### config.mk
export PLATFORM = sky130hd
export DESIGN_NAME = cond_unit_ckpt
export DESIGN_NICKNAME = d
export VERILOG_FILES = /design/src/rtl/cond_unit_ckpt.sv
export SDC_FILE = /design/constraint.sdc
export NUM_CORES = 1
export LEC_CHECK = 0
export ABC_AREA = 1
export CAP_MARGIN = 30
export CORE_AREA = 2 2 41 80
export DETAILED_ROUTE_END_ITERATION = 10
export DIE_AREA = 0 0 43 82
export PLACE_DENSITY = 0.8
export SLEW_MARGIN = 20
export SYNTH_ARGS = -nofsm -noshare
export SYNTH_HDL_FRONTEND = slang
export SYNTH_SLANG_ARGS = --single-unit
### constraint.sdc
create_clock -name clk -period 3.1 [get_ports clk]
set_input_delay 0.31 -clock clk [delete_from_list [all_inputs] [get_ports clk]]
set_output_delay 0.31 -clock clk [all_outputs]
set_load 0.05 [all_outputs]
### src/rtl/cond_unit_ckpt.sv
// Execute-stage condition unit: ARM condition decode, NZCV flags with grouped write enables,
// and a DEPTH-entry flag checkpoint FIFO for mispredict rollback. Optional: COND_CKPT_ERR_EN.
module cond_unit_ckpt #(
  parameter int NGROUPS = 2,
  parameter int DEPTH   = 4
) (
  input  logic                         clk,
  input  logic                         reset,
  input  logic [NGROUPS-1:0]           FlagWriteE,
  input  logic [3:0]                   CondE,
  input  logic [3:0]                   FlagsE,
  input  logic [3:0]                   ALUFlags,
  input  logic                         CkptPush,
  input  logic                         CkptCommit,
  input  logic                         CkptRestore,
  output logic [3:0]                   Flags,
  output logic                         CondExE,
  output logic [$clog2(DEPTH+1)-1:0]   CkptCount,
  output logic                         CkptFull,
  output logic                         CkptEmpty,
  output logic                         CkptErr
);
  localparam int PW = $clog2(DEPTH);
  localparam int CW = $clog2(DEPTH+1);
  localparam int GW = 4 / NGROUPS;

  logic [3:0]    r_flags;
  logic [3:0]    r_mem [DEPTH];
  logic [PW-1:0] r_head, r_tail;
  logic [CW-1:0] r_count;

  logic       w_n, w_z, w_c, w_v, w_cond;
  logic [3:0] w_bit_we, w_flags_next;
  logic       w_empty, w_full, w_restore, w_commit, w_push;

  assign {w_n, w_z, w_c, w_v} = FlagsE;

  always_comb begin
    w_cond = 1'b1;
    case (CondE)
      4'd0:  w_cond = w_z;
      4'd1:  w_cond = !w_z;
      4'd2:  w_cond = w_c;
      4'd3:  w_cond = !w_c;
      4'd4:  w_cond = w_n;
      4'd5:  w_cond = !w_n;
      4'd6:  w_cond = w_v;
      4'd7:  w_cond = !w_v;
      4'd8:  w_cond = w_c & !w_z;
      4'd9:  w_cond = !w_c | w_z;
      4'd10: w_cond = (w_n == w_v);
      4'd11: w_cond = (w_n != w_v);
      4'd12: w_cond = !w_z & (w_n == w_v);
      4'd13: w_cond = w_z | (w_n != w_v);
      default: w_cond = 1'b1;
    endcase
  end
  assign CondExE = w_cond;

  genvar g;
  generate
    for (g = 0; g < NGROUPS; g++) begin : g_grp
      assign w_bit_we[g*GW +: GW] = {GW{FlagWriteE[g] & w_cond}};
    end
  endgenerate

  assign w_flags_next = (ALUFlags & w_bit_we) | (r_flags & ~w_bit_we);

  assign w_empty   = (r_count == '0);
  assign w_full    = (r_count == CW'(DEPTH));
  // A restore on an empty FIFO is a no-op, so only a valid restore suppresses other ops.
  assign w_restore = CkptRestore & !w_empty;
  assign w_commit  = !w_restore & CkptCommit & !w_empty;
  assign w_push    = !w_restore & CkptPush & (!w_full | w_commit);

  always_ff @(posedge clk) begin
    if (reset) begin
      r_flags <= '0;
      r_head  <= '0;
      r_tail  <= '0;
      r_count <= '0;
    end else if (w_restore) begin
      r_flags <= r_mem[r_head];
      r_count <= '0;
      r_head  <= r_tail;
    end else begin
      r_flags <= w_flags_next;
      if (w_push)   r_tail <= r_tail + 1'b1;
      if (w_commit) r_head <= r_head + 1'b1;
      r_count <= r_count + CW'(w_push) - CW'(w_commit);
    end
  end

  always_ff @(posedge clk) begin
    if (w_push) r_mem[r_tail] <= w_flags_next;
  end

`ifdef COND_CKPT_ERR_EN
  logic r_err;
  logic w_err;
  assign w_err = (CkptRestore & w_empty)
               | (!w_restore & CkptCommit & w_empty)
               | (!w_restore & CkptPush & w_full & !w_commit);
  always_ff @(posedge clk) begin
    if (reset)      r_err <= 1'b0;
    else if (w_err) r_err <= 1'b1;
  end
  assign CkptErr = r_err;
`else
  assign CkptErr = 1'b0;
`endif

  assign Flags     = r_flags;
  assign CkptCount = r_count;
  assign CkptFull  = w_full;
  assign CkptEmpty = w_empty;
endmodule

### Yosys cells after proc, flatten, opt, wreduce, memory -nomap -nowiden

Memory sizes are Yosys's and may differ from the RTL's. A register that Yosys moved wholly into a read port is not among the register bits.
Index checks and enable logic that the tools add are counted.

| operators by class | value |
|---|---|
| $add $sub $neg | 4 |
| multipliers | 0 |
| div/mod/pow operators | 0 |
| order comparisons | 0 |
| equal/unequal tests | 16 |
| shifts and indexed selects | 0 |
| multiplexer cells | 8 |
| bitwise gates (word level) | 17 |
| reductions and logical operators | 12 |

Operators with widths:

| kind | number |
|---|---|
| $eq A4 B4 Y1 const B | 6 |
| $eq A4 B3 Y1 const B | 4 |
| $pmux W1 S14 | 1 |
| $and A1 B1 Y1 | 9 |
| $and A4 B4 Y4 | 2 |
| $eq A4 B2 Y1 const B | 2 |
| $mux W2 | 4 |
| $logic_not A1 Y1 | 7 |
| $add A2 B1 Y2 const B | 2 |
| $eq A4 B1 Y1 const B | 1 |
| $logic_not A4 Y1 | 1 |
| $mux W4 | 1 |
| $not A4 Y4 | 1 |
| $or A4 B4 Y4 | 1 |
| $add A3 B1 Y3 | 1 |
| $eq A3 B3 Y1 const B | 1 |
| $logic_not A3 Y1 | 1 |
| $or A1 B1 Y1 | 3 |
| $sub A3 B1 Y3 | 1 |
| $mux W1 | 2 |
| $reduce_and A2 Y1 | 1 |
| $reduce_bool A2 Y1 | 1 |
| $reduce_or A2 Y1 | 1 |
| $eq A1 B1 Y1 | 1 |
| other kinds (2) | 2 |

| storage, ports and cells | value |
|---|---|
| register bits after elaboration | 11 |
| bits in latches | 0 |
| bits in writable memories | 16 |
| ROM bits | 0 |
| bits of input ports | 19 |
| output and inout bits | 11 |
| word-level logic and storage cells | 62 |
| memories | 1 |

Memory list:

| memory | words | width | rd ports | clocked after Yosys merged registers in | wr ports | RTL line | text |
|---|---|---|---|---|---|---|---|
| r_mem | 4 | 4 | 1 | 1 | 1 | 28 | `logic [3:0] r_mem [DEPTH];` |

### Depth between registers and ports, before layout

Gate-level depths: netlist of run 1.

| logic depth | value |
|---|---|
| depth in word-level cells | 10 |
| gate-level depth with buffers | 13 |
| gate-level depth less buffers | 13 |

### Least setup slack after synthesis of run 1

No wires, ideal clock.

| timing | value |
|---|---|
| kind | register to register |
| start point | reg r_count[2] (netlist: CkptCount[2]) |
| end point | reg r_count[2] (netlist: CkptCount[2]) |
| setup time | 0.116 ns |
| arrival | 2.608 ns |
| required time | 2.984 ns |
| slack | 0.377 ns |
| stages on the path, launching flop included | 10 |
| buffers on the path | 0 |
| clock period less this slack | 2.723 ns |
| cell sequence | dfxtp_1 -> nand2_1 -> nor2_1 -> nand2_1 -> nand3_2 -> xor2_1 -> ha_1 -> fa_1 -> xor2_1 -> nor2_1 |

| between the ends | value |
|---|---|
| elaborated cells between the ends (all ways) | 14 |
| those cells by class | add/sub (2); eq/ne (1); bitwise (6); reduce/logical (5) |

RTL lines:

| what | RTL line | text |
|---|---|---|
| start: declaration | 30 | `logic [CW-1:0] r_count;` |
| start signal: assignment | 90 | `r_count <= r_count + CW'(w_push) - CW'(w_commit);` |
| $eq A3 B3 Y1 | 70 | `assign w_full = (r_count == CW'(DEPTH));` |
| named net CkptFull | 19 | `output logic CkptFull,` |
| $logic_not A1 Y1 | 74 | `assign w_push = !w_restore & CkptPush & (!w_full \| w_commit);` |
| $or A1 B1 Y1 | 74 |  |
| $and A1 B1 Y1 | 74 |  |
| $add A3 B1 Y3 | 90 |  |
| $sub A3 B1 Y3 | 90 |  |

The timed path passes the listed nets, and every way through them passes these cells.
A chain may end at the register's enable or synchronous reset.

### Final worst setup path of run 1

| timing | value |
|---|---|
| start point | in CondE[1] |
| end point | out CondExE |

| between the ends | value |
|---|---|
| cells in the longest elaborated chain, start to end | 2 |
| elaborated cells between the ends (all ways) | 15 |
| those cells by class | eq/ne (13); mux (1); reduce/logical (1) |

Ends and longest elaborated chain:

| what | RTL line | text |
|---|---|---|
| start: declaration | 10 | `input logic [3:0] CondE,` |
| $eq A4 B4 Y1 (tied with other cells) | 40 | `case (CondE)` |
| $pmux W1 S14 (*) | 40 |  |
| end: declaration | 17 | `output logic CondExE,` |

Mark *: on every way between the ends. The rest lies on a longest branch, timed or not.

==> results of run 1 <==
[critical path: stages]
cell and delay (ps):
clkdlybuf4s50_1 610, inv_2 80, nand2_1 80, nand3_1 70, a21oi_1 190, nor2_1 80
nand2_2 150, clkdlybuf4s50_1 830
[worst min path at each step]
stage / slack, ps / to / cells after the start / start
floorplan: 390 / flop / 1 / reset
global placement: 530 / flop / 2 / r_head[1]
detailed placement: 520 / flop / 2 / r_head[1]
CTS: 530 / r_head[1] / 2 / r_head[1]
global route: 570 / r_head[1] / 2 / r_head[1]
finish: 540 / r_head[1] / 2 / r_head[1]
[power by group through the flow]
| stage | clock network (µW) | logic (µW) | registers, µW |
|---|---|---|---|
| after global routing | 322 | 747 | 606 |
| final | 305 | 676 | 591 |
| after global placement | 0 | 664 | 599 |
| after floorplan | 0 | 382 | 690 |
| after detailed placement | 0 | 679 | 601 |
| after CTS | 309 | 683 | 593 |
[flip-flops by register name (all words and copies together), names as in the netlist, named ones only]
signal	flops
Flags	4
r_head	2
r_mem	16
CkptCount	3
r_tail	2
[routing by layer]
metal | up-vias | GRT usage | wire length, µm
li1 | 663 | - | -
met1 | 593 | 0.1728 | 1081
met3 | 11 | 0.02198 | 108
met2 | 38 | 0.4121 | 1831
met5 | - | 0 | 0
met4 | 0 | 0.1576 | 141
[metrics by stage]
step | util | setup WS, ps
6_report | 0.6424 | 395.8
3_5_place_dp | 0.6131 | 413.8
5_1_grt | 0.6424 | 269.1
4_1_cts | 0.6424 | 410.6
3_3_place_gp | 0.6131 | 436.5
2_1_floorplan | - | 376.6
[final cells by class]
type,instances,area (µm²)
Fill cell,253,1052
Multi-Input combinational cell,124,625.6
Timing Repair Buffer,28,280.3
Clock buffer,5,68.82
Tap cell,30,37.54
Sequential cell,29,740.7
Clock inverter,3,17.52
Inverter,32,120.1
[cells by family (layout without fill, tap and decap cells)]
family,after synthesis,count (layout),synth area share
simple gates,90,90,0.2492
xor+xnor,3,3,0.01745
compound gates,24,24,0.09136
other cells,1,1,0.002489
flops,29,29,0.4917
buf+inv,35,68,0.09301
fa+ha+maj,6,6,0.05482
[cell usage in the layout, fill, tap and decap left out, types with 4 or more instances in the layout]
master,netlist,routed
clkbuf_8,0,5
o21ai_0,11,11
nor2_1,28,28
inv_1,31,31
nand3_1,17,17
o32ai_1,4,4
dfxtp_1,13,13
clkdlybuf4s50_1,0,28
nand2_1,40,40
edfxtp_1,16,16
a21oi_1,7,7
ha_1,5,5
==> metrics.yaml, run 1 <==
clock_network:
  cts_hold_buf: 0
  cts_tree: "done"
  cts_root_buffer: "clkbuf_8"
  cts_buffer_depth: 2
  numClockSinks: 29
  clock_latency_ps: 280
  clk_pin_slew_ps: 70
  post_cts_buffers: 0
  htreeDepth: 2
  cts_made_buffers: 5
  cts_resized: 0
setup_path:
  reg2reg_depth: 11
  cp.required_ps: 2790
  rrSetupSlack_ps: 720
  critPathLaunchType: "input pin"
  rr_startpoint: "CkptCount[1]"
  r2r-end: "CkptCount[2]"
  worst-setup-path-type: "input pin to primary output"
  crit_arrival_ps: 2390
  crit_path_start: "CondE[1]"
  crit_fanout: 7
  crit_end: "CondExE"
  worstSetupEndpointType: "primary output"
synthesis:
  yosysSeqAreaShare: 0.4917
  yosys_warnings: 0
  synth.top_cells.by_count: "40 x nand2_1, 31 x inv_1, 28 x nor2_1"
  synthMostInstantiatedCell: "nand2_1"
  yosys.area.top_type_share: 0.3189
  synth_edf_count: 16
  synth_area_leaders: "edfxtp_1 32%, dfxtp_1 17%, nand2_1 10%"
  synth.distinct_cells: 21
  synthArstFlopShare: 0
  syn_area_per_cell_um2: 8.013
  yosys.area.top_type: "edfxtp_1"
  synthFlopType: "edfxtp_1"
  synth_nets: 213
  synthCells: 188
  ys_seq_elements: 29
  netlist_area_um2: 1506
power_and_ir_drop:
  internal-power_uw: 912.5
  clockPowerShare: 0.194
  power_uw: 1572
  p_sw_frac: 0.4194
  sequentialPowerShare: 0.376
  vdd_drop_max_mv: 0.5533
  power_density_nw_per_um2: 831.4
  power_switching_uw: 659.3
  comb_power_share: 0.430
  p_leak_uw: 0.0008644
route:
  drt_iter0_drc: 38
  num_vias: 1305
  drt_first_pass_iters: 4
  drcViolationCount: 0
  post_drt_wl_per_cell_um: 12.60
  ant_nets: 0
  drt-vias-per-instance: 5.199
  wirelength_um: 3163
floorplan:
  dieArea_um2: 3526
  start_util: 0.5119
  die_h_um: 82
  row_count: 28
  ios: 30
  die_w_um: 43
  core_area_um2: 2943
sta:
  fin_crit_ps: 2704
  rsz0062_at_grt: "false"
  fmax_mhz: 369.8
  slew_viol_final: 0
  hold_slack_ps: 539.0
  relSlewSlack: 0.6669
  worst_pin_slew_ps: 498.1
  setup_viol: 0
  finalCritPeriodShare: 0.8723
  finalSetupTns_ps: 0
  finalHoldViolCount: 0
  finClkSkew_ps: 5.123
min_path:
  hold_class: "flop to flop"
placement:
  place_area_um2: 1804
  dp.cells: 243
  hpwl_um: 2547
  gp_congestion: 0.7863
  portBuffers: 28
cells_and_area:
  final_cells: 251
  syn_to_final_growth_pct: 25.50
  fin_area_um2: 1891
  final_nets: 245
  antenna_cells: 0
  drive_gt1_frac: 0.06335
global_route:
  overflow: 0
  grt_pass1_vias: 1247
  grt_pass1_wl_um: 5230
  antenna_found_initial: 0
  grt_max_degree: 15
  track_usage: 0.2062
outcome:
  status: "finished, final reports clean"
job:
  maxCapViolCount: 0
(Power assumes the default switching activity.)
==> run 2, diff against run 1 <==
==> constraint.sdc (replaced) <==
create_clock -name clk -period 3.1 [get_ports clk]
set_input_delay 0.31 -clock clk [delete_from_list [all_inputs] [get_ports clk]]
set_output_delay 0.31 -clock clk [all_outputs]
set_load 0.1 [all_outputs]
==> metrics.yaml, run 2 (synthesis gave the netlist of run 1 again) <==
clock_network:
  htreeDepth: 2  # unchanged
  cts_hold_buf: 0  # unchanged
  cts_resized: 0  # unchanged
  post_cts_buffers: 0  # unchanged
  clock_latency_ps: 280  # about the same
  cts_made_buffers: 5  # unchanged
  cts_buffer_depth: 2  # unchanged
  clk_pin_slew_ps: 60  # about the same
  numClockSinks: 29  # unchanged
  cts_root_buffer: "clkbuf_8"
  cts_tree: "done"
floorplan:
  row_count: 28  # unchanged
  start_util: 0.5119  # unchanged
  ios: 30  # unchanged
  die_h_um: 82  # unchanged
  die_w_um: 43  # unchanged
  dieArea_um2: 3526  # unchanged
  core_area_um2: 2943  # unchanged
global_route:
  grt_pass1_vias: 1257  # +0.80%
  track_usage: 0.2038  # -0.002437
  grt_pass1_wl_um: 5209  # -0.40%
  overflow: 0  # unchanged
  grt_max_degree: 15  # unchanged
  antenna_found_initial: 0  # unchanged
setup_path:
  r2r-end: "CkptCount[2]"
  worst-setup-path-type: "flop to flop"
  reg2reg_depth: 11  # unchanged
  crit_path_start: "CkptCount[1]"
  cp.required_ps: 3270  # +480 ps
  cp_num_cells: 11  # +3
  crit_family: "adder cells"
  rr_startpoint: "CkptCount[1]"
  cp_common_cell: "inv_1"
  slowest_delay_ps: 370  # -460 ps
  worstSetupEndpointType: "flop"
  critPathLaunchType: "flop"
  rrSetupSlack_ps: 800  # +80 ps
  cp_num_buf_inv: 3  # unchanged
  slowest_stage: "fa_1"
  crit_arrival_ps: 2470  # +80 ps
  crit_end: "CkptCount[2]"
  path_cells: "inv_1 > nand3_1 > inv_1 > nor2_1 > inv_1 > nand3_2 > xor2_1 > ha_1 > fa_1 > xor2_1 > nor2_1"
  crit_fanout: 14  # +7
power_and_ir_drop:
  p_leak_uw: 0.0008710  # +0.75%
  vdd_drop_max_mv: 0.6690  # +21%
  p_sw_frac: 0.4773  # +0.05791
  power_density_nw_per_um2: 921.4  # +11%
  comb_power_share: 0.488  # +0.058
  clockPowerShare: 0.167  # -0.027
  power_uw: 1737  # +11%
  power_switching_uw: 829.3  # +26%
  internal-power_uw: 908.0  # -0.50%
  sequentialPowerShare: 0.345  # -0.031
sta:
  finalHoldViolCount: 0  # unchanged
  slew_viol_final: 0  # unchanged
  worst_pin_slew_ps: 976.2  # +478.1 ps
  rsz0062_at_grt: "false"
  setup_viol: 0  # unchanged
  finalCritPeriodShare: 0.7417  # -0.1306
  fmax_mhz: 434.9  # +18%
  relSlewSlack: 0.3472  # -0.3197
  finalSetupTns_ps: 0  # unchanged
  fin_crit_ps: 2299  # -404.9 ps
  finClkSkew_ps: 2.860  # -2.263 ps
cells_and_area:
  antenna_cells: 0  # unchanged
  final_cell_mix: "40 x nand2_1, 31 x inv_1, 27 x nor2_1"
  largest_register_ffs: 16  # unchanged
  final_cells: 251  # unchanged
  final_nets: 245  # unchanged
  fin_area_um2: 1886  # -0.26%
  drive_gt1_frac: 0.08597  # +0.02262
  largest-register: "r_mem"
  syn_to_final_growth_pct: 25.17
  nFillCells: 272  # +7.5%
  mostFrequentLayoutCell: "nand2_1"
min_path:
  hold_class: "flop to flop"
route:
  ant_nets: 0  # unchanged
  drt-vias-per-instance: 5.112  # -1.7%
  drcViolationCount: 0  # unchanged
  post_drt_wl_per_cell_um: 12.22  # -3.0%
  drt_iter0_drc: 40  # +5.3%
  wirelength_um: 3068  # -3.0%
  num_vias: 1283  # -1.7%
  drt_first_pass_iters: 4  # unchanged
placement:
  dp.cells: 243  # unchanged
  hpwl_um: 2507  # -1.6%
  portBuffers: 28  # unchanged
  gp_congestion: 0.8307  # +5.6%
  place_area_um2: 1803  # about the same
outcome:
  status: "finished, final reports clean"
job:
  maxCapViolCount: 0  # unchanged
==> run 2: cell types whose count changed in the layout (fill, tap and decap cells not counted) <==
| cell | delta |
|---|---|
| buf_4 | +4 |
| clkdlybuf4s50_1 | -4 |
| dfxtp_2 | +1 |
| dfxtp_1 | -1 |
| nor2_4 | +1 |
| clkinvlp_4 | -1 |
| nor2_1 | -1 |
| clkbuf_1 | +1 |
==> run 2: layout make-up <==
class                   count  area (µm²)  area share
flip-flops and latches     29       742.0      0.3935
multi-input cells         124       633.1      0.3358
repair buffers             28       270.3      0.1433
inverters                  32       120.1     0.06370
clock buffers               6       72.57     0.03849
well taps                  30       37.54     0.01991
clock inverters             2       10.01    0.005309
==> run 2: power groups by stage <==
stage	clock network, µW	registers [µW]	logic (µW)
floorplan	0	817	440
CTS	292	601	855
global placement	0	604	835
finish	290	599	847
global route	306	617	926
detailed placement	0	607	852
==> run 2: routing by layer <==
layer,track usage,up-vias,share of wire
met5,0,-,0
met3,0.01978,7,0.028
met1,0.1792,583,0.33
met4,0.1364,0,0.032
met2,0.4091,28,0.61
li1,-,665,-
==> run 2: worst min-delay path by stage <==
| stage | start | to | slack, ps | cells after the start |
|---|---|---|---|---|
| final | Flags[2] | Flags[2] | 580 | 4 |
| after floorplan | reset | flop | 390 | 1 |
| after detailed placement | r_tail[1] | r_tail[1] | 570 | 2 |
| after global placement | r_tail[1] | r_tail[1] | 550 | 2 |
| after CTS | r_tail[1] | r_tail[1] | 580 | 2 |
| after global routing | Flags[1] | Flags[1] | 640 | 4 |
==> run 2: stage by stage <==
step	hold slack, ps	utilization	setup slack [ps]
CTS	583.9	0.6407	784.1
finish	581.1	0.6407	800.7
global route	637.1	0.6407	615.2
detailed placement	571.5	0.6127	632.6
global placement	552.4	0.6127	681.6
floorplan	391.2	-	109.6
==> run 2: worst reg2reg max path: cells and delay by family (launching register included) <==
kind / cells / cell delay (ps)
adders and majority gates: 2 / 560
buffers and inverters: 3 / 470
DFF: 1 / 330
xor gates and xnor gates: 2 / 370
and+or+nand+nor: 4 / 470
==> run 3, diff against run 2 <==
--- a/config.mk
+++ b/config.mk
@@ -7,10 +7,10 @@
 export LEC_CHECK = 0
 export ABC_AREA = 1
 export CAP_MARGIN = 30
-export CORE_AREA = 2 2 41 80
+export CORE_AREA = 2 2 42 82
 export DETAILED_ROUTE_END_ITERATION = 10
-export DIE_AREA = 0 0 43 82
-export PLACE_DENSITY = 0.8
+export DIE_AREA = 0 0 44 84
+export PLACE_DENSITY = 0.76
 export SLEW_MARGIN = 20
 export SYNTH_ARGS = -nofsm -noshare
 export SYNTH_HDL_FRONTEND = slang
==> constraint.sdc (replaced) <==
create_clock -name clk -period 2.4 [get_ports clk]
set_input_delay 0.24 -clock clk [delete_from_list [all_inputs] [get_ports clk]]
set_output_delay 0.24 -clock clk [all_outputs]
set_load 0.1 [all_outputs]
==> metrics.yaml, run 3 (synthesis gave the netlist of run 1 again) <==
setup_path:
  path_cells: "inv_4 > nand3_4 > clkinvlp_4 > nor2_2 > inv_2 > nand3_4 > xor2_1 > ha_1 > fa_1 > xor2_1 > nor2_1"
  crit_family: "adder cells"
  cp_num_buf_inv: 3  # unchanged
  critPathLaunchType: "flop"
  slowest_delay_ps: 380  # about the same
  cp.required_ps: 2610  # -660 ps
  worst-setup-path-type: "flop to flop"
  crit_arrival_ps: 2230  # -240 ps
  rrSetupSlack_ps: 380  # -420 ps
  reg2reg_depth: 11  # unchanged
  slowest_stage: "fa_1"
  crit_fanout: 14  # unchanged
  cp_num_cells: 11  # unchanged
  rr_startpoint: "CkptCount[1]"
  worstSetupEndpointType: "flop"
  r2r-end: "CkptCount[2]"
min_path:
  min-delay-start: "r_head[1]"
  hold_depth: 2  # -2
  hold_class: "flop to flop"
clock_network:
  cts_hold_buf: 0  # unchanged
  clk_pin_slew_ps: 60  # about the same
  htreeDepth: 2  # unchanged
  post_cts_buffers: 0  # unchanged
  cts_tree: "done"
  clock_latency_ps: 280  # about the same
  cts_resized: 0  # unchanged
  numClockSinks: 29  # unchanged
  cts_buffer_depth: 2  # unchanged
  cts_root_buffer: "clkbuf_8"
  cts_made_buffers: 5  # unchanged
floorplan:
  row_count: 29  # +3.6%
  die_w_um: 44  # +2.3%
  dieArea_um2: 3696  # +4.8%
  die_h_um: 84  # +2.4%
  core_area_um2: 3120  # +6.0%
  ios: 30  # unchanged
  start_util: 0.4828  # -0.02915
global_route:
  grt_max_degree: 15  # unchanged
  track_usage: 0.1946  # -0.009182
  antenna_found_initial: 0  # unchanged
  overflow: 0  # unchanged
  grt_pass1_vias: 1282  # +2.0%
  grt_pass1_wl_um: 5347  # +2.6%
power_and_ir_drop:
  vdd_drop_max_mv: 0.6098  # -8.8%
  power_density_nw_per_um2: 1187  # +29%
  p_leak_uw: 0.0008944  # +2.7%
cells_and_area:
  nFillCells: 283  # +4.0%
  final_cells: 252  # +0.40%
  final_cell_mix: "40 x nand2_1, 26 x inv_1, 26 x nor2_1"
  syn_to_final_growth_pct: 28.07
  multi_input_area_um2: 655.6  # +3.6%
  final_nets: 245  # unchanged
  drive_gt1_frac: 0.1538  # +0.06787
  fin_area_um2: 1929  # +2.3%
  largest-register: "r_mem"
  fin_util: 0.6183  # -0.02245
  mostFrequentLayoutCell: "nand2_1"
  antenna_cells: 0  # unchanged
  largest_register_ffs: 16  # unchanged
  regArea_um2: 752.0  # +1.3%
route:
  ant_nets: 0  # unchanged
  drt-vias-per-instance: 5.060  # -1.0%
  wirelength_um: 3010  # -1.9%
  num_vias: 1275  # -0.62%
  post_drt_wl_per_cell_um: 11.94  # -2.3%
  drt_first_pass_iters: 3  # -1
  drt_iter0_drc: 19  # -53%
  drcViolationCount: 0  # unchanged
sta:
  finClkSkew_ps: 7.627  # +4.767 ps
  fmax_mhz: 494.7  # +14%
  finalHoldViolCount: 0  # unchanged
  finalCritPeriodShare: 0.8423  # +0.1006
  hold_slack_ps: 545.1  # -35.91 ps
  fin_crit_ps: 2022  # -277.7 ps
  rsz0062_at_grt: "false"
  slew_viol_final: 0  # unchanged
  setup_viol: 0  # unchanged
placement:
  gp_congestion: 0.7484  # -9.9%
  dp.cells: 244  # +0.41%
  place_area_um2: 1843  # +2.2%
  portBuffers: 28  # unchanged
  hpwl_um: 2456  # -2.0%
outcome:
  status: "finished, final reports clean"
job:
  maxCapViolCount: 0  # unchanged
-- run 3: layer usage --
metal	up-vias	part of all wire	GRT usage
li1	674	-	-
met1	564	0.36	0.1915
met2	27	0.58	0.3476
met3	10	0.030	0.04329
met4	0	0.031	0.1102
met5	-	0	0
-- run 3: worst max-delay path by stage --
stage | startpoint | end | slack [ps]
after floorplan | CkptCount[1] | CkptCount[2] | -90
after CTS | CkptCount[1] | CkptCount[2] | 360
final | CkptCount[1] | CkptCount[2] | 380
after global routing | CkptCount[1] | CkptCount[2] | 240
after global placement | CkptRestore | CkptCount[2] | 220
after detailed placement | CkptRestore | CkptCount[2] | 140
-- run 3: cell type report --
class                           count  area share
Multi-Input combinational cell    124      0.3398
Sequential cell                    29      0.3898
Inverter                           32     0.06680
Clock inverter                      3    0.009079
Clock buffer                        5     0.03567
Timing Repair Buffer               28      0.1388
Tap cell                           31     0.02010
-- run 3: report_power, final --
group / switching [µW] / internal (µW) / total (µW)
Clock: 188 / 200 / 387
Sequential: 87.9 / 692 / 780
Combinational: 823 / 300 / 1120
-- run 3: tightest hold or removal path, cell delays in order, from the launching register on --
cell and delay [ps]:
dfxtp_1 310, a31oi_1 130, nor2_1 60
-- run 3: metrics by stage --
step                      TNS [ps]  setup WS (ps)  total power (µW)
after floorplan             -164.6         -86.43              1679
after global placement           0          222.4              1911
after detailed placement         0          138.7              1921
after CTS                        0          359.7              2310
after global routing             0          244.7              2435
final                            0          378.4              2290
